==> src/rtl/axi_lite_slave_regs_pkg.sv <==
// Shared definitions for the AXI4-Lite slave register bank: default widths,
// response codes and the write/read channel state encodings.
package axi_lite_slave_regs_pkg;

  localparam int DEF_DATA_W   = 32;
  localparam int DEF_ADDR_W   = 4;
  localparam int DEF_NUM_REGS = 4;

  localparam logic [1:0] RESP_OKAY   = 2'b00;
  localparam logic [1:0] RESP_SLVERR = 2'b10;

  typedef enum logic [1:0] {
    WR_IDLE,
    WR_GOT_AW,
    WR_GOT_W,
    WR_RESP
  } wr_state_t;

  typedef enum logic {
    RD_IDLE,
    RD_RESP
  } rd_state_t;

endpackage

==> src/rtl/axi_lite_slave_regs_if.sv <==
// AXI4-Lite bus bundle (AW/W/B/AR/R) shared by the master and this slave.
interface axi_lite_slave_regs_if
  import axi_lite_slave_regs_pkg::*;
#(
  parameter int ADDR_W = DEF_ADDR_W,
  parameter int DATA_W = DEF_DATA_W
);

  logic [ADDR_W-1:0]   awaddr;
  logic                awvalid;
  logic                awready;
  logic [DATA_W-1:0]   wdata;
  logic [DATA_W/8-1:0] wstrb;
  logic                wvalid;
  logic                wready;
  logic [1:0]          bresp;
  logic                bvalid;
  logic                bready;
  logic [ADDR_W-1:0]   araddr;
  logic                arvalid;
  logic                arready;
  logic [DATA_W-1:0]   rdata;
  logic [1:0]          rresp;
  logic                rvalid;
  logic                rready;

  modport master (
    output awaddr, awvalid, input awready,
    output wdata, wstrb, wvalid, input wready,
    input bresp, bvalid, output bready,
    output araddr, arvalid, input arready,
    input rdata, rresp, rvalid, output rready
  );

  modport slave (
    input awaddr, awvalid, output awready,
    input wdata, wstrb, wvalid, output wready,
    output bresp, bvalid, input bready,
    input araddr, arvalid, output arready,
    output rdata, rresp, rvalid, input rready
  );

endinterface

==> src/rtl/axi_lite_slave_regs_bank.sv <==
// Byte-strobed register array with a combinational read mux; the top slot
// of the index space returns the live hardware status word.
module axi_lite_slave_regs_bank
  import axi_lite_slave_regs_pkg::*;
#(
  parameter int                DATA_W    = DEF_DATA_W,
  parameter int                IDX_W     = DEF_ADDR_W - 2,
  parameter int                NUM_REGS  = DEF_NUM_REGS,
  parameter logic [DATA_W-1:0] RESET_VAL = '0
) (
  input  logic                          aclk,
  input  logic                          areset,
  input  logic                          we,
  input  logic [IDX_W-1:0]              widx,
  input  logic [DATA_W-1:0]             wdata,
  input  logic [DATA_W/8-1:0]           wstrb,
  input  logic [IDX_W-1:0]              ridx,
  input  logic [DATA_W-1:0]             hw_status,
  output logic [DATA_W-1:0]             rd_val,
  output logic [(NUM_REGS-1)*DATA_W-1:0] regs_out
);

  logic [DATA_W-1:0] regs [0:NUM_REGS-2];

  // Writable registers: reset to RESET_VAL, update only the strobed byte lanes.
  always_ff @(posedge aclk or posedge areset) begin
    if (areset) begin
      for (int i = 0; i < NUM_REGS-1; i++) regs[i] <= RESET_VAL;
    end else if (we) begin
      for (int i = 0; i < NUM_REGS-1; i++) begin
        if (int'(widx) == i) begin
          for (int b = 0; b < DATA_W/8; b++) begin
            if (wstrb[b]) regs[i][8*b +: 8] <= wdata[8*b +: 8];
          end
        end
      end
    end
  end

  // Read mux: status slot first, then the writable registers, zero otherwise.
  always_comb begin
    rd_val = '0;
    if (int'(ridx) == NUM_REGS-1) rd_val = hw_status;
    for (int i = 0; i < NUM_REGS-1; i++) begin
      if (int'(ridx) == i) rd_val = regs[i];
    end
  end

  for (genvar gi = 0; gi < NUM_REGS-1; gi++) begin : g_out
    assign regs_out[gi*DATA_W +: DATA_W] = regs[gi];
  end

endmodule

==> src/rtl/axi_lite_slave_regs.sv <==
// AXI4-Lite slave register bank: independent write (AW/W/B) and read (AR/R)
// channel FSMs in front of a byte-strobed register array with a status slot.
module axi_lite_slave_regs
  import axi_lite_slave_regs_pkg::*;
#(
  parameter int                DATA_W    = DEF_DATA_W,
  parameter int                ADDR_W    = DEF_ADDR_W,
  parameter int                NUM_REGS  = DEF_NUM_REGS,
  parameter logic [DATA_W-1:0] RESET_VAL = '0
) (
  input  logic                           aclk,
  input  logic                           areset,
  axi_lite_slave_regs_if.slave           s,
  input  logic [DATA_W-1:0]              hw_status,
  output logic [(NUM_REGS-1)*DATA_W-1:0] regs_out
);

  localparam int IDX_W  = ADDR_W - 2;
  localparam int STRB_W = DATA_W / 8;

  // Misaligned, out-of-range, and (for writes) status-register accesses are errors.
  function automatic logic addr_err(input logic [ADDR_W-1:0] a, input logic is_write);
    int idx;
    idx = int'(a[ADDR_W-1:2]);
    return (a[1:0] != 2'b00) || (idx >= NUM_REGS) || (is_write && (idx == NUM_REGS-1));
  endfunction

  wr_state_t         wr_state, wr_next;
  rd_state_t         rd_state, rd_next;
  logic              aw_hs, w_hs, ar_hs, commit;
  logic              wr_err, rd_err;
  logic [ADDR_W-1:0] aw_addr_q, wr_addr;
  logic [DATA_W-1:0] w_data_q, wr_data, rd_val;
  logic [STRB_W-1:0] w_strb_q, wr_strb;

  assign aw_hs    = s.awvalid & s.awready;
  assign w_hs     = s.wvalid & s.wready;
  assign ar_hs    = s.arvalid & s.arready;
  assign s.bvalid = (wr_state == WR_RESP);
  assign s.rvalid = (rd_state == RD_RESP);

  // Commit takes whichever of address/data is already held, else the live bus value.
  assign wr_addr = (wr_state == WR_GOT_AW) ? aw_addr_q : s.awaddr;
  assign wr_data = (wr_state == WR_GOT_W)  ? w_data_q  : s.wdata;
  assign wr_strb = (wr_state == WR_GOT_W)  ? w_strb_q  : s.wstrb;
  assign wr_err  = addr_err(wr_addr, 1'b1);
  assign rd_err  = addr_err(s.araddr, 1'b0);

  // Write FSM state register.
  always_ff @(posedge aclk or posedge areset) begin
    if (areset) wr_state <= WR_IDLE;
    else        wr_state <= wr_next;
  end

  // Write FSM next state, channel readies and commit strobe.
  always_comb begin
    wr_next   = wr_state;
    s.awready = 1'b0;
    s.wready  = 1'b0;
    commit    = 1'b0;
    case (wr_state)
      WR_IDLE: begin
        s.awready = 1'b1;
        s.wready  = 1'b1;
        if (s.awvalid && s.wvalid) begin
          commit  = 1'b1;
          wr_next = WR_RESP;
        end else if (s.awvalid) begin
          wr_next = WR_GOT_AW;
        end else if (s.wvalid) begin
          wr_next = WR_GOT_W;
        end
      end
      WR_GOT_AW: begin
        s.wready = 1'b1;
        if (s.wvalid) begin
          commit  = 1'b1;
          wr_next = WR_RESP;
        end
      end
      WR_GOT_W: begin
        s.awready = 1'b1;
        if (s.awvalid) begin
          commit  = 1'b1;
          wr_next = WR_RESP;
        end
      end
      WR_RESP: begin
        if (s.bready) wr_next = WR_IDLE;
      end
      default: wr_next = WR_IDLE;
    endcase
  end

  // Hold registers for whichever write channel arrives first; only read when flagged.
  always_ff @(posedge aclk) begin
    if (aw_hs) aw_addr_q <= s.awaddr;
    if (w_hs) begin
      w_data_q <= s.wdata;
      w_strb_q <= s.wstrb;
    end
  end

  // Write response code, loaded on the commit edge and held until B completes.
  always_ff @(posedge aclk or posedge areset) begin
    if (areset)      s.bresp <= RESP_OKAY;
    else if (commit) s.bresp <= wr_err ? RESP_SLVERR : RESP_OKAY;
  end

  // Read FSM state register.
  always_ff @(posedge aclk or posedge areset) begin
    if (areset) rd_state <= RD_IDLE;
    else        rd_state <= rd_next;
  end

  // Read FSM next state and address ready.
  always_comb begin
    rd_next   = rd_state;
    s.arready = 1'b0;
    case (rd_state)
      RD_IDLE: begin
        s.arready = 1'b1;
        if (s.arvalid) rd_next = RD_RESP;
      end
      RD_RESP: begin
        if (s.rready) rd_next = RD_IDLE;
      end
      default: rd_next = RD_IDLE;
    endcase
  end

  // Read data/response captured at the AR edge, so a same-edge write is not seen.
  always_ff @(posedge aclk or posedge areset) begin
    if (areset) begin
      s.rdata <= '0;
      s.rresp <= RESP_OKAY;
    end else if (ar_hs) begin
      s.rdata <= rd_err ? '0 : rd_val;
      s.rresp <= rd_err ? RESP_SLVERR : RESP_OKAY;
    end
  end

  axi_lite_slave_regs_bank #(
    .DATA_W    (DATA_W),
    .IDX_W     (IDX_W),
    .NUM_REGS  (NUM_REGS),
    .RESET_VAL (RESET_VAL)
  ) u_bank (
    .aclk      (aclk),
    .areset    (areset),
    .we        (commit & ~wr_err),
    .widx      (wr_addr[ADDR_W-1:2]),
    .wdata     (wr_data),
    .wstrb     (wr_strb),
    .ridx      (s.araddr[ADDR_W-1:2]),
    .hw_status (hw_status),
    .rd_val    (rd_val),
    .regs_out  (regs_out)
  );

endmodule
==> src/flat_wrapper.sv <==
// flat-port wrapper written by rule: the top's interface ports become plain ports
module axi_lite_slave_regs_flat import axi_lite_slave_regs_pkg::*;
#(
  parameter int                DATA_W    = DEF_DATA_W,
  parameter int                ADDR_W    = DEF_ADDR_W,
  parameter int                NUM_REGS  = DEF_NUM_REGS,
  parameter logic [DATA_W-1:0] RESET_VAL = '0
)
  (aclk, areset, hw_status, regs_out, s_awaddr, s_awvalid, s_awready, s_wdata, s_wstrb, s_wvalid, s_wready, s_bresp, s_bvalid, s_bready, s_araddr, s_arvalid, s_arready, s_rdata, s_rresp, s_rvalid, s_rready);
  axi_lite_slave_regs_if #(.ADDR_W(ADDR_W), .DATA_W(DATA_W)) s_i ();
  input  logic aclk;
  input  logic areset;
  input  logic [DATA_W-1:0] hw_status;
  output logic [(NUM_REGS-1)*DATA_W-1:0] regs_out;
  input wire logic [$bits(s_i.awaddr)-1:0] s_awaddr;
  input wire logic [$bits(s_i.awvalid)-1:0] s_awvalid;
  output wire logic [$bits(s_i.awready)-1:0] s_awready;
  input wire logic [$bits(s_i.wdata)-1:0] s_wdata;
  input wire logic [$bits(s_i.wstrb)-1:0] s_wstrb;
  input wire logic [$bits(s_i.wvalid)-1:0] s_wvalid;
  output wire logic [$bits(s_i.wready)-1:0] s_wready;
  output wire logic [$bits(s_i.bresp)-1:0] s_bresp;
  output wire logic [$bits(s_i.bvalid)-1:0] s_bvalid;
  input wire logic [$bits(s_i.bready)-1:0] s_bready;
  input wire logic [$bits(s_i.araddr)-1:0] s_araddr;
  input wire logic [$bits(s_i.arvalid)-1:0] s_arvalid;
  output wire logic [$bits(s_i.arready)-1:0] s_arready;
  output wire logic [$bits(s_i.rdata)-1:0] s_rdata;
  output wire logic [$bits(s_i.rresp)-1:0] s_rresp;
  output wire logic [$bits(s_i.rvalid)-1:0] s_rvalid;
  input wire logic [$bits(s_i.rready)-1:0] s_rready;
  assign s_i.awaddr = s_awaddr;
  assign s_i.awvalid = s_awvalid;
  assign s_awready = s_i.awready;
  assign s_i.wdata = s_wdata;
  assign s_i.wstrb = s_wstrb;
  assign s_i.wvalid = s_wvalid;
  assign s_wready = s_i.wready;
  assign s_bresp = s_i.bresp;
  assign s_bvalid = s_i.bvalid;
  assign s_i.bready = s_bready;
  assign s_i.araddr = s_araddr;
  assign s_i.arvalid = s_arvalid;
  assign s_arready = s_i.arready;
  assign s_rdata = s_i.rdata;
  assign s_rresp = s_i.rresp;
  assign s_rvalid = s_i.rvalid;
  assign s_i.rready = s_rready;
  axi_lite_slave_regs #(.DATA_W(DATA_W), .ADDR_W(ADDR_W), .NUM_REGS(NUM_REGS), .RESET_VAL(RESET_VAL)) u_core (.aclk(aclk), .areset(areset), .s(s_i), .hw_status(hw_status), .regs_out(regs_out));
endmodule
==> config.mk <==
export PLATFORM = sky130hd
export DESIGN_NAME = axi_lite_slave_regs_flat
export DESIGN_NICKNAME = d
export VERILOG_FILES = /design/src/rtl/axi_lite_slave_regs_pkg.sv /design/src/rtl/axi_lite_slave_regs_if.sv /design/src/rtl/axi_lite_slave_regs_bank.sv /design/src/rtl/axi_lite_slave_regs.sv /design/src/flat_wrapper.sv
export SDC_FILE = /design/constraint.sdc
export NUM_CORES = 1
export LEC_CHECK = 0
export ABC_AREA = 1
export CELL_PAD_IN_SITES_DETAIL_PLACEMENT = 0
export CELL_PAD_IN_SITES_GLOBAL_PLACEMENT = 1
export CORE_ASPECT_RATIO = 1.5
export CORE_MARGIN = 2
export CORE_UTILIZATION = 39
export DETAILED_ROUTE_END_ITERATION = 12
export PLACE_DENSITY_LB_ADDON = 0.05
export SLEW_MARGIN = 20
export SYNTH_ARGS = -nofsm -noshare
export SYNTH_HDL_FRONTEND = slang
export SYNTH_SLANG_ARGS = --single-unit
==> constraint.sdc <==
create_clock -name aclk -period 12.7 [get_ports aclk]
set_clock_uncertainty 0.15 [all_clocks]
set_input_delay 1.905 -clock aclk [delete_from_list [all_inputs] [get_ports aclk]]
set_output_delay 1.905 -clock aclk [all_outputs]
set_load 0.01 [all_outputs]
==> qor.yml <==
detailed_routing:
  routed-via-count: 7328
  route.detailed.wl_per_inst_um: 17.4
  via_per_inst: 5.07
  routed_wl_mm: 25.2
  drtAntennaViolNets: 0
  first_pass_iters: 5
  drc: 0
  drt_iter0_drc: 540
clock_network:
  cts.sinks: 173
  cts_tree: "done"
  cts_setup_buffers: 0
  clockRootBuffer: "clkbuf_16"
  h-tree-depth: 4
  cts_resized: 0
  clock_latency_ps: 440
  cts_hold_buf: 0
  cts-buffers-inserted: 17
  clk_path_buf_depth: 2
  clkTransAtPathRegs_ps: 70
floorplanning:
  dieArea_um2: 22500
  die_h_um: 183
  fp.dieW_um: 123
  core_area_um2: 21000
  pin_count: 220
  initial_core_util: 0.396
  rows: 65
power_and_ir_drop:
  p_leak_nw: 5.26
  ir_drop_uv: 159
  power_frac_clock: 0.223
  cellPowerDensity_nw_per_um2: 215
  p_switching_mw: 0.943
  seqPwrFrac: 0.374
  switching_share: 0.390
  combPwrFrac: 0.404
  p_int_mw: 1.47
synth:
  syn_area_um2: 8310
  syn_inst: 974
  synth-edff-count: 40
  yosysWarnings: 0
  synth_area_per_cell_um2: 8.53
  synth_seq_cells: 173
  synth_top_area_share: 0.401
  yosysTopAreaCell: "dfrtp_1"
  synthTopCellsByArea: "dfrtp_1 (40%), nand2_1 (21%), edfxtp_1 (14%)"
  ys_types: 33
  synthArstFlopShare: 0.769
  synth_flop_cell: "dfrtp_1"
  ys_seq_area_frac: 0.545
final_layout:
  antenna_cells: 0
  mostFrequentLayoutCells: "nand2_1 (463), clkdlybuf4s50_1 (217), dfrtp_1 (133)"
  final_common_cell: "nand2_1"
  synthToLayoutAreaGrowth_pct: 34.9
  drive_gt1_frac: 0.0570
  post-route-util: 0.534
  nNetsFinal: 1253
  fill_cells: 2010
min_path:
  hold_end: "u_core.s.rdata[23]$_DFFE_PP0P_"
  holdPathStages: 2
  min_path_type: "reg2reg"
  worstHoldStart: "u_core.s.rdata[23]$_DFFE_PP0P_"
critical_path:
  cp_max_fo: 40
  required_ps: 10640
  slowest_stage: "ha_2"
  crit_type: "reg2out"
  crit_path_end_kind: "output pin"
  cp-start-kind: "flop"
  r2r_end: "u_core.u_bank.regs_out[64]$_DFFE_PP0P_"
  path_cells: "inv_1, ha_2, nor2_1, inv_1, clkdlybuf4s50_1"
  rr_worst_depth: 10
  crit_arrival_ps: 2500
  reg2reg_from: "u_core.wr_state[0]$_DFFE_PP0P_"
  regToRegSetupSlack_ps: 8950
  critPathMostFrequentCell: "inv_1"
  max_stage_delay_ps: 690
sta:
  post-route-period-util: 0.359
  max_freq_mhz: 219
  relSlewSlack: 0.350
  finalSetupTns_ps: 0
  finalCriticalPeriod_ps: 4560
  report.final.slew_viol_count: 0
  rsz0062_at_grt: "false"
  worst_pin_slew_ps: 973
  hold_viol: 0
  finalSetupViolations: 0
global_routing:
  grt.overflow.total: 0
  grt_pass1_wl_mm: 39.0
  antenna_found_initial: 0
  grt_usage: 0.226
  grt_start_max_net_pins: 77
  grt_pass1_vias: 6835
place:
  io_buffer_count: 217
  place.gp.congestion: 0.770
  hpwl_mm: 17.4
outcome:
  status: "complete, no violations"
run:
  cap_violations: 0
layer usage:
metal | vias up | GRT usage | share of wire | wire (µm)
li1 | 3638 | - | - | -
met1 | 3447 | 0.329 | 0.47 | 11800
met2 | 221 | 0.340 | 0.46 | 11500
met3 | 22 | 0.0510 | 0.059 | 1490
met4 | 0 | 0.0577 | 0.014 | 351
met5 | - | 0 | 0 | 0
worst max-delay path by stage:
stage                                                         to  slack, ps                      startpoint  cells past startpoint
after floorplan                    u_core.s.bresp[1]$_DFFE_PP0P_       7090                          areset                      1
after global placement    u_core.u_bank.regs_out[61]$_DFFE_PP0P_       7860                       s_awvalid                      9
after detailed placement  u_core.u_bank.regs_out[36]$_DFFE_PP0P_       7830                       s_awvalid                      9
after CTS                                              s_awready       8090  u_core.wr_state[0]$_DFFE_PP0P_                      5
after global routing                                   s_awready       7960  u_core.wr_state[0]$_DFFE_PP0P_                      5
final                                                  s_awready       8140  u_core.wr_state[0]$_DFFE_PP0P_                      5
power by group through the flow:
stage | Clock, mW | Combinational [mW] | Sequential, mW
after floorplan | 0 | 0.458 | 0.928
after global placement | 0 | 0.960 | 0.911
after detailed placement | 0 | 0.968 | 0.912
after CTS | 0.546 | 0.972 | 0.903
after global routing | 0.568 | 1.07 | 0.923
final | 0.538 | 0.974 | 0.902
through the flow:
step	std cells	hold slack, ps	setup WS, ps	power, mW	instance area (µm²)
after floorplan	975	365	7090	1.39	8310
after global placement	1411	312	7860	1.87	10600
final	1444	328	8140	2.41	11200
after detailed placement	1411	315	7830	1.88	10600
after CTS	1443	332	8090	2.42	11200
after global routing	1444	346	7960	2.56	11200
cell usage after synthesis (3+ instances only):
cell type and instances:
nand3_1 30, inv_1 20, o211ai_1 13, ha_1 7, nand2_4 3, clkbuf_1 20
dfrtp_1 133, o21ai_0 41, buf_1 8, edfxtp_1 40, or2_2 6, nand3_4 4
nand2_2 3, nor2_1 25, buf_6 7, o22ai_1 8, nand4_1 96, nand2_1 463
buf_2 19, buf_8 3, a21oi_1 8, o21a_1 3
area by class of cell:
cell class	instances	area, µm²	share of cell area
Clock inverter	13	165	0.0147
Multi-Input combinational cell	720	3380	0.301
Timing Repair Buffer	229	2280	0.204
Tap cell	268	335	0.0299
Inverter	22	87.6	0.00781
Clock buffer	19	433	0.0386
Sequential cell	173	4530	0.404
critical path: cells and delay by family, from the launching register on:
family | cells | cell delay [ps]
adders and majority gates | 1 | 690
buffers and inverters | 3 | 790
DFF | 1 | 450
and+or+nand+nor | 1 | 140
cells by family (layout without fill, tap and decap cells):
kind of cell             Yosys count  count (layout)  synth area share
AO/OA/AOI/OAI                     77              77            0.0538
adder cells (fa/ha/maj)            7               7            0.0105
AND/OR/NAND/NOR                  633             633             0.336
multiplexers                       1               1           0.00120
flip-flops                       173             173             0.545
other                              1               2          0.000451
buffers and inverters             82             283            0.0532
registers in the layout, indices dropped and copies added, names as in the netlist:
signal	cells
u_core.aw_addr_q	4
u_core.s.bresp	1
u_core.s.rdata	32
u_core.s.rresp	1
u_core.s.rvalid	1
u_core.u_bank.regs_out	96
u_core.w_data_q	32
u_core.w_strb_q	4
u_core.wr_state	2
Note: power is estimated with default switching activity, not from simulation.
